--- config.mk ---
export PLATFORM = sky130hd
export DESIGN_NAME = parking_quota_controller_flat
export DESIGN_NICKNAME = d
export VERILOG_FILES = /design/src/rtl/parking_quota_controller_if.sv /design/src/rtl/parking_quota_controller.sv /design/src/flat_wrapper.sv
export SDC_FILE = /design/constraint.sdc
export NUM_CORES = 1
export LEC_CHECK = 0
export CAP_MARGIN = 20
export CORE_MARGIN = 1
export CORE_UTILIZATION = 56
export DETAILED_ROUTE_END_ITERATION = 8
export HOLD_SLACK_MARGIN = 0.1
export PLACE_DENSITY = 0.82
export SETUP_SLACK_MARGIN = 0.15
export SLEW_MARGIN = 5
export SYNTH_ARGS = -nofsm -noshare
export SYNTH_HDL_FRONTEND = slang
export SYNTH_SLANG_ARGS = --single-unit
--- constraint.sdc ---
create_clock -name clk -period 5.9 [get_ports clk]
set_input_delay 0.59 -clock clk [delete_from_list [all_inputs] [get_ports clk]]
set_output_delay 0.59 -clock clk [all_outputs]
set_load 0.01 [all_outputs]
--- src/rtl/parking_quota_controller_if.sv ---
// parking_quota_controller_if: gate request/acknowledge bundle between the gate front-end and the controller
interface parking_quota_controller_if;
    logic entry_req;
    logic entry_class;
    logic exit_req;
    logic exit_class;
    logic entry_ack;
    logic entry_nack;
    logic exit_ack;
    logic exit_err;
    modport master (output entry_req, entry_class, exit_req, exit_class,
                    input entry_ack, entry_nack, exit_ack, exit_err);
    modport slave (input entry_req, entry_class, exit_req, exit_class,
                   output entry_ack, entry_nack, exit_ack, exit_err);
endinterface

--- src/rtl/parking_quota_controller.sv ---
// parking_quota_controller: two-class parking occupancy with hourly general-quota schedule and gate acks
module parking_quota_controller #(
    parameter int CNT_W          = 10,
    parameter int TOTAL_CAP      = 700,
    parameter int GEN_BASE       = 200,
    parameter int TICKS_PER_HOUR = 3600,
    parameter int DAY_START_HOUR = 8,
    parameter int REL_START_HOUR = 13,
    parameter int REL_STEPS      = 3,
    parameter int REL_STEP       = 50,
    parameter int FINAL_STEP     = 150,
    parameter int DEN_W          = 16
) (
    input  logic                 clk,
    input  logic                 rst_n,
    input  logic                 tick_en,
    parking_quota_controller_if.slave gate,
    output logic [CNT_W-1:0]     res_occ,
    output logic [CNT_W-1:0]     gen_occ,
    output logic [CNT_W-1:0]     res_free,
    output logic [CNT_W-1:0]     gen_free,
    output logic                 res_avail,
    output logic                 gen_avail,
    output logic                 res_over,
    output logic                 gen_over,
    output logic [4:0]           hour,
    output logic [DEN_W-1:0]     denied_cnt
);
    localparam int TW = TICKS_PER_HOUR > 1 ? $clog2(TICKS_PER_HOUR) : 1;
    logic [TW-1:0]    tick;
    logic [CNT_W-1:0] gen_quota, res_quota, gen_quota_nx, res_occ_nx, gen_occ_nx;
    logic [CNT_W:0]   quota_sum, quota_add;
    logic [4:0]       hour_nx;
    logic             hour_wrap, grant, exit_ok;
    always_comb begin
        res_quota    = CNT_W'(TOTAL_CAP) - gen_quota;
        res_free     = res_occ < res_quota ? res_quota - res_occ : '0;
        gen_free     = gen_occ < gen_quota ? gen_quota - gen_occ : '0;
        res_avail    = res_free != '0;
        gen_avail    = gen_free != '0;
        res_over     = res_occ > res_quota;
        gen_over     = gen_occ > gen_quota;
        hour_wrap    = tick_en && tick == TW'(TICKS_PER_HOUR - 1);
        hour_nx      = hour == 5'd23 ? 5'd0 : hour + 5'd1;
        quota_add    = (hour_nx >= 5'(REL_START_HOUR) && hour_nx <= 5'(REL_START_HOUR + REL_STEPS - 1)) ? (CNT_W+1)'(REL_STEP) :
                       hour_nx == 5'(REL_START_HOUR + REL_STEPS) ? (CNT_W+1)'(FINAL_STEP) : '0;
        quota_sum    = {1'b0, gen_quota} + quota_add;
        gen_quota_nx = hour_nx == 5'(DAY_START_HOUR) ? CNT_W'(GEN_BASE) :
                       quota_sum > (CNT_W+1)'(TOTAL_CAP) ? CNT_W'(TOTAL_CAP) : quota_sum[CNT_W-1:0];
        // decisions use pre-edge free/occupancy, so a same-cycle exit never makes room for an entry
        grant        = gate.entry_req && (gate.entry_class ? res_avail : gen_avail);
        exit_ok      = gate.exit_req && (gate.exit_class ? res_occ != '0 : gen_occ != '0);
        res_occ_nx   = res_occ + CNT_W'(grant && gate.entry_class) - CNT_W'(exit_ok && gate.exit_class);
        gen_occ_nx   = gen_occ + CNT_W'(grant && !gate.entry_class) - CNT_W'(exit_ok && !gate.exit_class);
    end
    always_ff @(posedge clk or negedge rst_n) begin
        if (!rst_n) begin
            tick            <= '0;
            hour            <= 5'(DAY_START_HOUR);
            gen_quota       <= CNT_W'(GEN_BASE);
            res_occ         <= '0;
            gen_occ         <= '0;
            gate.entry_ack  <= 1'b0;
            gate.entry_nack <= 1'b0;
            gate.exit_ack   <= 1'b0;
            gate.exit_err   <= 1'b0;
            denied_cnt      <= '0;
        end else begin
            if (tick_en) tick <= hour_wrap ? '0 : tick + TW'(1);
            if (hour_wrap) begin
                hour      <= hour_nx;
                gen_quota <= gen_quota_nx;
            end
            res_occ         <= res_occ_nx;
            gen_occ         <= gen_occ_nx;
            gate.entry_ack  <= grant;
            gate.entry_nack <= gate.entry_req && !grant;
            gate.exit_ack   <= exit_ok;
            gate.exit_err   <= gate.exit_req && !exit_ok;
            if (gate.entry_req && !grant && !(&denied_cnt)) denied_cnt <= denied_cnt + DEN_W'(1);
        end
    end
endmodule

--- src/flat_wrapper.sv ---
// flat-port wrapper written by rule: the top's interface ports become plain ports
module parking_quota_controller_flat 
#(
    parameter int CNT_W          = 10,
    parameter int TOTAL_CAP      = 700,
    parameter int GEN_BASE       = 200,
    parameter int TICKS_PER_HOUR = 3600,
    parameter int DAY_START_HOUR = 8,
    parameter int REL_START_HOUR = 13,
    parameter int REL_STEPS      = 3,
    parameter int REL_STEP       = 50,
    parameter int FINAL_STEP     = 150,
    parameter int DEN_W          = 16
)
  (clk, rst_n, tick_en, res_occ, gen_occ, res_free, gen_free, res_avail, gen_avail, res_over, gen_over, hour, denied_cnt, gate_entry_req, gate_entry_class, gate_exit_req, gate_exit_class, gate_entry_ack, gate_entry_nack, gate_exit_ack, gate_exit_err);
  parking_quota_controller_if gate_i ();
  input  logic clk;
  input  logic rst_n;
  input  logic tick_en;
  output logic [CNT_W-1:0] res_occ;
  output logic [CNT_W-1:0] gen_occ;
  output logic [CNT_W-1:0] res_free;
  output logic [CNT_W-1:0] gen_free;
  output logic res_avail;
  output logic gen_avail;
  output logic res_over;
  output logic gen_over;
  output logic [4:0] hour;
  output logic [DEN_W-1:0] denied_cnt;
  input wire logic [$bits(gate_i.entry_req)-1:0] gate_entry_req;
  input wire logic [$bits(gate_i.entry_class)-1:0] gate_entry_class;
  input wire logic [$bits(gate_i.exit_req)-1:0] gate_exit_req;
  input wire logic [$bits(gate_i.exit_class)-1:0] gate_exit_class;
  output wire logic [$bits(gate_i.entry_ack)-1:0] gate_entry_ack;
  output wire logic [$bits(gate_i.entry_nack)-1:0] gate_entry_nack;
  output wire logic [$bits(gate_i.exit_ack)-1:0] gate_exit_ack;
  output wire logic [$bits(gate_i.exit_err)-1:0] gate_exit_err;
  assign gate_i.entry_req = gate_entry_req;
  assign gate_i.entry_class = gate_entry_class;
  assign gate_i.exit_req = gate_exit_req;
  assign gate_i.exit_class = gate_exit_class;
  assign gate_entry_ack = gate_i.entry_ack;
  assign gate_entry_nack = gate_i.entry_nack;
  assign gate_exit_ack = gate_i.exit_ack;
  assign gate_exit_err = gate_i.exit_err;
  parking_quota_controller #(.CNT_W(CNT_W), .TOTAL_CAP(TOTAL_CAP), .GEN_BASE(GEN_BASE), .TICKS_PER_HOUR(TICKS_PER_HOUR), .DAY_START_HOUR(DAY_START_HOUR), .REL_START_HOUR(REL_START_HOUR), .REL_STEPS(REL_STEPS), .REL_STEP(REL_STEP), .FINAL_STEP(FINAL_STEP), .DEN_W(DEN_W)) u_core (.clk(clk), .rst_n(rst_n), .tick_en(tick_en), .gate(gate_i), .res_occ(res_occ), .gen_occ(gen_occ), .res_free(res_free), .gen_free(gen_free), .res_avail(res_avail), .gen_avail(gen_avail), .res_over(res_over), .gen_over(gen_over), .hour(hour), .denied_cnt(denied_cnt));
endmodule
==> results of run 1 <==
-- cells in the final DEF, fill, tap and decap left out, drive strengths merged, types with 4 or more instances in the layout --
master,Yosys,routed
clkdlybuf4s50,0,74
nor2,62,62
dfrtp,62,62
ha,61,61
inv,50,51
xor2,37,37
a21oi,31,31
nand2,30,30
nand3,28,28
xnor2,28,28
o21ai,26,26
and3,17,17
nor3,15,15
nand4,14,14
a21o,11,11
clkbuf,7,10
nor4b,10,10
nor2b,8,8
a31oi,7,7
o21a,6,6
o21bai,5,5
fa,5,5
and2,5,5
nand2b,4,4
o221ai,4,4
o211ai,4,4
dfstp,4,4
mux2,4,4
-- final cells by class --
type                    instances  area [um^2]  share of cell area, %
repair buffers                 76          753                   11.4
inverters                      50          188                   2.85
clock buffers                  10          128                   1.94
multi-input cells             478         3580                   54.4
clock inverters                 6          113                   1.71
well taps                     129          161                   2.45
flip-flops and latches         66         1660                   25.2
-- per-stage QoR --
step	hold WS [ps]	power (mW)	area [um^2]
floorplan	294	2.21	5540
global placement	477	2.86	6340
detailed placement	482	2.92	6340
CTS	467	3.41	6580
global route	518	3.69	6580
finish	441	3.41	6580
-- power by group --
group	leakage (nW)	internal, mW	switching [mW]
clock	0.121	0.282	0.192
sequential	0.821	0.590	0.123
combinational	2.10	1.04	1.18
-- layer usage --
metal,part of all wire (%),wire length (um),GRT usage (%)
met5,0,0,0
met4,2.5,329,10.6
met3,5.2,694,4.21
met2,49,6580,47.8
met1,43,5820,34.6
-- synthesized netlist by cell type, types with 3 or more instances --
| master | number |
|---|---|
| dfstp_2 | 4 |
| o21bai_1 | 5 |
| o21ai_0 | 25 |
| nand2b_1 | 4 |
| mux2_2 | 3 |
| inv_1 | 50 |
| o211ai_1 | 4 |
| xnor2_1 | 27 |
| ha_1 | 61 |
| buf_6 | 4 |
| nor3b_1 | 3 |
| a21o_1 | 11 |
| nor2b_1 | 7 |
| nand2_1 | 30 |
| a21oi_1 | 31 |
| nor2_1 | 62 |
| o22ai_1 | 3 |
| o21a_1 | 6 |
| and4_1 | 3 |
| clkbuf_1 | 6 |
| a211oi_1 | 3 |
| nand3_1 | 28 |
| and3_1 | 16 |
| dfrtp_1 | 62 |
| xor2_1 | 37 |
| nand4_1 | 13 |
| o221ai_1 | 4 |
| nor4b_1 | 6 |
| a31oi_1 | 6 |
| and2_1 | 3 |
| nor3_1 | 14 |
| or3_1 | 3 |
| fa_1 | 5 |
-- state kept, by name (all words and copies together), names as in the netlist --
name and cells:
u_core.gate.exit_err 1, u_core.hour 5, u_core.gen_occ 10, u_core.gate.entry_nack 1
u_core.gate.entry_ack 1, u_core.gen_quota 9, u_core.res_occ 10, u_core.tick 12
u_core.gate.exit_ack 1, u_core.denied_cnt 16
-- cell families after synthesis --
kind of cell    count (synthesis)  synth area share (%)
fa+ha+maj                      66                  15.6
buf+inv                        65                  5.31
simple gates                  215                  21.6
compound gates                126                  16.0
flops                          66                  29.9
xor+xnor                       65                  10.4
mux                             6                  1.18
-- how the worst min path moves through the flow --
stage / startpoint / endpoint / depth (start not counted)
floorplan: rst_n / u_core.denied_cnt[0] / 0
global placement: u_core.denied_cnt[6] / u_core.denied_cnt[6] / 1
detailed placement: u_core.denied_cnt[10] / u_core.denied_cnt[10] / 1
CTS: rst_n / u_core.gen_occ[1] / 2
global route: rst_n / u_core.res_occ[1] / 2
finish: rst_n / u_core.res_occ[1] / 2
-- worst max-delay path, delay by kind of cell, from the launching register on --
kind	cells	cell delay (ps)
compound gates	10	1490
simple gates	7	1260
fa+ha+maj	4	1170
flops	1	480
xor+xnor	2	290
buf+inv	2	210
==> results.sh, run 1 <==
export IMPL_outcome="complete, no violations"
export IMPL_fmax_ghz=0.200
export IMPL_critPathRequiredTime_ps=6140
export IMPL_fp_dieH_um=101
export IMPL_worst_pin_slew_ps=929
export IMPL_yosysTopAreaCell="dfrtp_1"
export IMPL_clock_latency_ps=360
export IMPL_drc=0
export IMPL_fin_nets=754
export IMPL_worst_setup_path_end_kind="flop"
export IMPL_power_density_nw_per_um2=518
export IMPL_relSlewSlack_pct=38.1
export IMPL_post_place_ws_ps=992
export IMPL_grt_max_degree=67
export IMPL_place_gp_congestion=0.939
export IMPL_start_kind="flop"
export IMPL_crit_path_top_delay_cell="dfrtp_1"
export IMPL_finish_utilization_pct=69.9
export IMPL_drv_cap=0
export IMPL_post_cts_resized=0
export IMPL_layout_setup_ws_ps=889
export IMPL_fin_tns_setup_ps=0
export IMPL_synthCells=609
export IMPL_synth_area_leaders="dfrtp_1 (28%), ha_1 (14%), xor2_1 (5.9%)"
export IMPL_die_area_um2=10300
export IMPL_first_iter_violations=178
export IMPL_finalCritPeriodShare_pct=84.9
export IMPL_critPathCapture="u_core.res_occ[8]"
export IMPL_period_needed_ps=5010
export IMPL_synth_top_area_share_pct=28.0
export IMPL_slew_viol_final=0
export IMPL_rows=35
export IMPL_seq_area_frac_synth_pct=29.9
export IMPL_cts_hold_buf=0
export IMPL_reg2regPathDepth=25
export IMPL_path_max_fanout=11
export IMPL_initial_core_util_pct=58.8
export IMPL_rrSetupSlack_ps=890
export IMPL_numCtsBuffers=9
export IMPL_io_pins=76
export IMPL_arrival_ps=5250
export IMPL_crit_path_start="u_core.gen_quota[1]"
export IMPL_n_antenna_cell=0
export IMPL_vias=4795
export IMPL_syn_num_nets=682
export IMPL_ir_drop_uv=293
export IMPL_wl_um=13400
export IMPL_synth_seq_cells=66
export IMPL_track_usage_pct=27.6
export IMPL_clock_path_buffers=2
export IMPL_r2r_start="u_core.gen_quota[1]"
export IMPL_synth_edff_count=0
export IMPL_cts_setup_buffers=0
export IMPL_critical_path_class="reg -> reg"
export IMPL_reg2reg_to="u_core.res_occ[8]"
export IMPL_cts_root_buffer="clkbuf_8"
export IMPL_syn_area_per_cell_um2=9.09
export IMPL_grt_antenna_before_repair=0
export IMPL_tritoncts="yes"
export IMPL_synthDistinctLibCells=78
export IMPL_rsz0062_at_grt="no"
export IMPL_dp_hpwl_um=10000
export IMPL_clock_skew_ps=9.55
export IMPL_via_per_inst=5.88
export IMPL_ys_flop_type="dfrtp_1"
export IMPL_hold_violations=0
export IMPL_setup_violations=0
export IMPL_grt_pass1_vias=4718
export IMPL_cts_sinks=66
export IMPL_die_w_um=101
export IMPL_stdcell_count=815
export IMPL_grt_pass1_wl_um=22300
export IMPL_core_um2=9420
export IMPL_hold_path_class="in -> async"
export IMPL_path_clk_slew_ps=80
export IMPL_overflow=0
export IMPL_syn_area_um2=5540
export IMPL_leakage_nw=3.04
export IMPL_n_fill_cell=744
export IMPL_firstDrtPassIters=6
export IMPL_yosys_warnings=0
export IMPL_synthArstFlopShare_pct=100
export IMPL_io_buffers=75
export IMPL_area_growth_synth_to_final_pct=18.9
export IMPL_dpl_cell_count=799
export IMPL_wl_per_cell_um=16.5
export IMPL_final_layout_size_suffix_gt1_share_pct=7.43
export IMPL_slowest_delay_ps=480
export IMPL_drtAntennaViolNets=0
export IMPL_h_tree_depth=3
(Power assumes the default switching activity.)
==> run 2: changes to the inputs <==
CORE_UTILIZATION = 51   (was 56)
PLACE_DENSITY = 0.79   (was 0.82)
clock period = 4.3 ns   (was 5.9 ns; I/O delays follow)
==> results.sh, run 2 (same netlist as run 1, synthesis figures left out) <==
export IMPL_outcome="finished, violations left"
export IMPL_violations="negative setup slack"
export IMPL_critical_path_class="reg -> reg"
export IMPL_grt_antenna_before_repair=0
export IMPL_hold_ws_ps=208
export IMPL_largest_registers="u_core.denied_cnt x16, u_core.tick x12"
export IMPL_worst_pin_slew_ps=957
export IMPL_critPathBufInv=3
export IMPL_path_delay_family="compound AO/OA/AOI/OAI gates"
export IMPL_initial_core_util_pct=53.1
export IMPL_io_buffers=75
export IMPL_firstDrtPassIters=5
export IMPL_grt_pass1_vias=5064
export IMPL_grtUsageMet2_pct=44.8
export IMPL_via_per_inst=5.88
export IMPL_arrival_ps=4620
export IMPL_cts_root_buffer="clkbuf_8"
export IMPL_internal_power_mw=2.97
export IMPL_finalCritPeriodShare_pct=102
export IMPL_relSlewSlack_pct=36.2
export IMPL_slew_viol_final=0
export IMPL_switchingPower_mw=2.35
export IMPL_crit_path_start="u_core.gen_quota[1]"
export IMPL_wl_per_cell_um=16.8
export IMPL_final_common_cell="clkdlybuf4s50_1"
export IMPL_met1_usage_pct=32.7
export IMPL_path_max_fanout=7
export IMPL_io_pins=76
export IMPL_rows=37
export IMPL_setup_violations=2
export IMPL_crit_path_top_delay_cell="dfrtp_2"
export IMPL_layout_common_cells="clkdlybuf4s50_1 (64), nor2_1 (60), dfrtp_1 (59)"
export IMPL_n_antenna_cell=0
export IMPL_die_area_um2=11300
export IMPL_finish_utilization_pct=70.6
export IMPL_drv_cap=0
export IMPL_path_clk_slew_ps=80
export IMPL_p_sw_share_pct=44.2
export IMPL_hold_path_class="in -> async"
export IMPL_clock_latency_ps=360
export IMPL_p_total_mw=5.32
export IMPL_track_usage_pct=26.4
export IMPL_cts_sinks=66
export IMPL_grt_util_met3_pct=4.05
export IMPL_dp_hpwl_um=10700
export IMPL_place_gp_congestion=0.923
export IMPL_die_w_um=106
export IMPL_clock_skew_ps=13.7
export IMPL_wl_um=14700
export IMPL_power_density_nw_per_um2=723
export IMPL_busiest_layer="met2"
export IMPL_cts_hold_buf=0
export IMPL_slowest_delay_ps=400
export IMPL_first_iter_violations=307
export IMPL_final_layout_size_suffix_gt1_share_pct=22.1
export IMPL_r2r_start="u_core.gen_quota[1]"
export IMPL_tritoncts="yes"
export IMPL_rsz0062_at_grt="yes"
export IMPL_numCtsBuffers=9
export IMPL_worst_setup_path_end_kind="flop"
export IMPL_vias=5158
export IMPL_power_frac_comb_pct=70.6
export IMPL_largest_reg_flops=16
export IMPL_fp_dieH_um=106
export IMPL_drc=0
export IMPL_layout_setup_ws_ps=-71.5
export IMPL_fmax_ghz=0.229
export IMPL_critPathRequiredTime_ps=4550
export IMPL_overflow=0
export IMPL_top_register="u_core.denied_cnt"
export IMPL_hold_violations=0
export IMPL_grt_pass1_wl_um=23800
export IMPL_crit_path_cell_trace="inv_2, ha_2, nand4b_1, buf_4, xnor2_2, ha_4, or2b_2, o311a_1, nand4_4, nor4b_4, a31oi_4, and3_4, ha_4, inv_2, fa_2, nand2b_4, a21oi_4, o21ai_2, a21oi_2, o21ai_1, a21oi_1, nor2_1, xnor2_1"
export IMPL_start_kind="flop"
export IMPL_drtAntennaViolNets=0
export IMPL_core_um2=10400
export IMPL_area_growth_synth_to_final_pct=32.9
export IMPL_fin_nets=809
export IMPL_h_tree_depth=3
export IMPL_leakage_nw=3.45
export IMPL_fin_tns_setup_ps=-105
export IMPL_period_needed_ps=4370
export IMPL_grt_max_degree=43
export IMPL_power_frac_seq_pct=18.3
export IMPL_pwr_share_clk_pct=11.2
export IMPL_ir_drop_uv=382
export IMPL_clock_path_buffers=2
==> run 2: cell count changes in the layout (fill, tap and decap cells not counted), sizes merged <==
cell	delta
buf	+55
bufinv	-1
clkbuf	-1
clkdlybuf4s50	-10
clkinv	+1
clkinvlp	+2
dlymetal6s2s	+10
inv	-1
==> run 2: final cells by class <==
| type | instances | area, um^2 |
|---|---|---|
| clock buffer | 9 | 124 |
| timing repair buffer | 131 | 1210 |
| fill | 766 | 3060 |
| multi-input combinational | 478 | 3910 |
| sequential | 66 | 1660 |
| tap | 136 | 170 |
| inverter | 50 | 190 |
| clock inverter | 7 | 93.8 |
==> run 2: layer usage <==
layer	wire length (um)	vias to the layer above
li1	-	2427
met1	6400	2494
met2	7130	189
met3	708	48
met4	477	0
met5	0	-
==> run 2: what timing repair did <==
item                       4_1_cts  5_1_grt
resized for setup               24       58
setup endpoints to repair       11       28
buffers inserted                12       11
pin swaps                       30       29
==> run 2: per-stage QoR <==
stage               cells  area (um^2)  worst slack [ps]
floorplan             609         5580               160
global placement      838         6630              31.0
detailed placement    838         6630              -140
CTS                   866         7040              18.8
global route          877         7360              -212
finish                877         7360             -71.5
==> run 2: final timing paths <==
path | end | slack [ps] | cells past startpoint
min in group clk | u_core.denied_cnt[10] | 500 | 1
max | u_core.res_occ[8] | -70 | 23
min | u_core.gen_occ[3] | 210 | 1
max reg2reg | u_core.res_occ[8] | -70 | 23
min reg2reg | u_core.denied_cnt[10] | 500 | 1
max in group asynchronous | u_core.res_occ[1] | 3210 | 2
==> run 2: power groups by stage <==
stage | Sequential, mW | Clock, mW | Combinational (mW)
floorplan | 1.02 | 0 | 2.08
global placement | 0.975 | 0 | 3.20
detailed placement | 0.981 | 0 | 3.29
CTS | 0.972 | 0.598 | 3.48
global route | 0.999 | 0.623 | 4.06
finish | 0.971 | 0.594 | 3.75
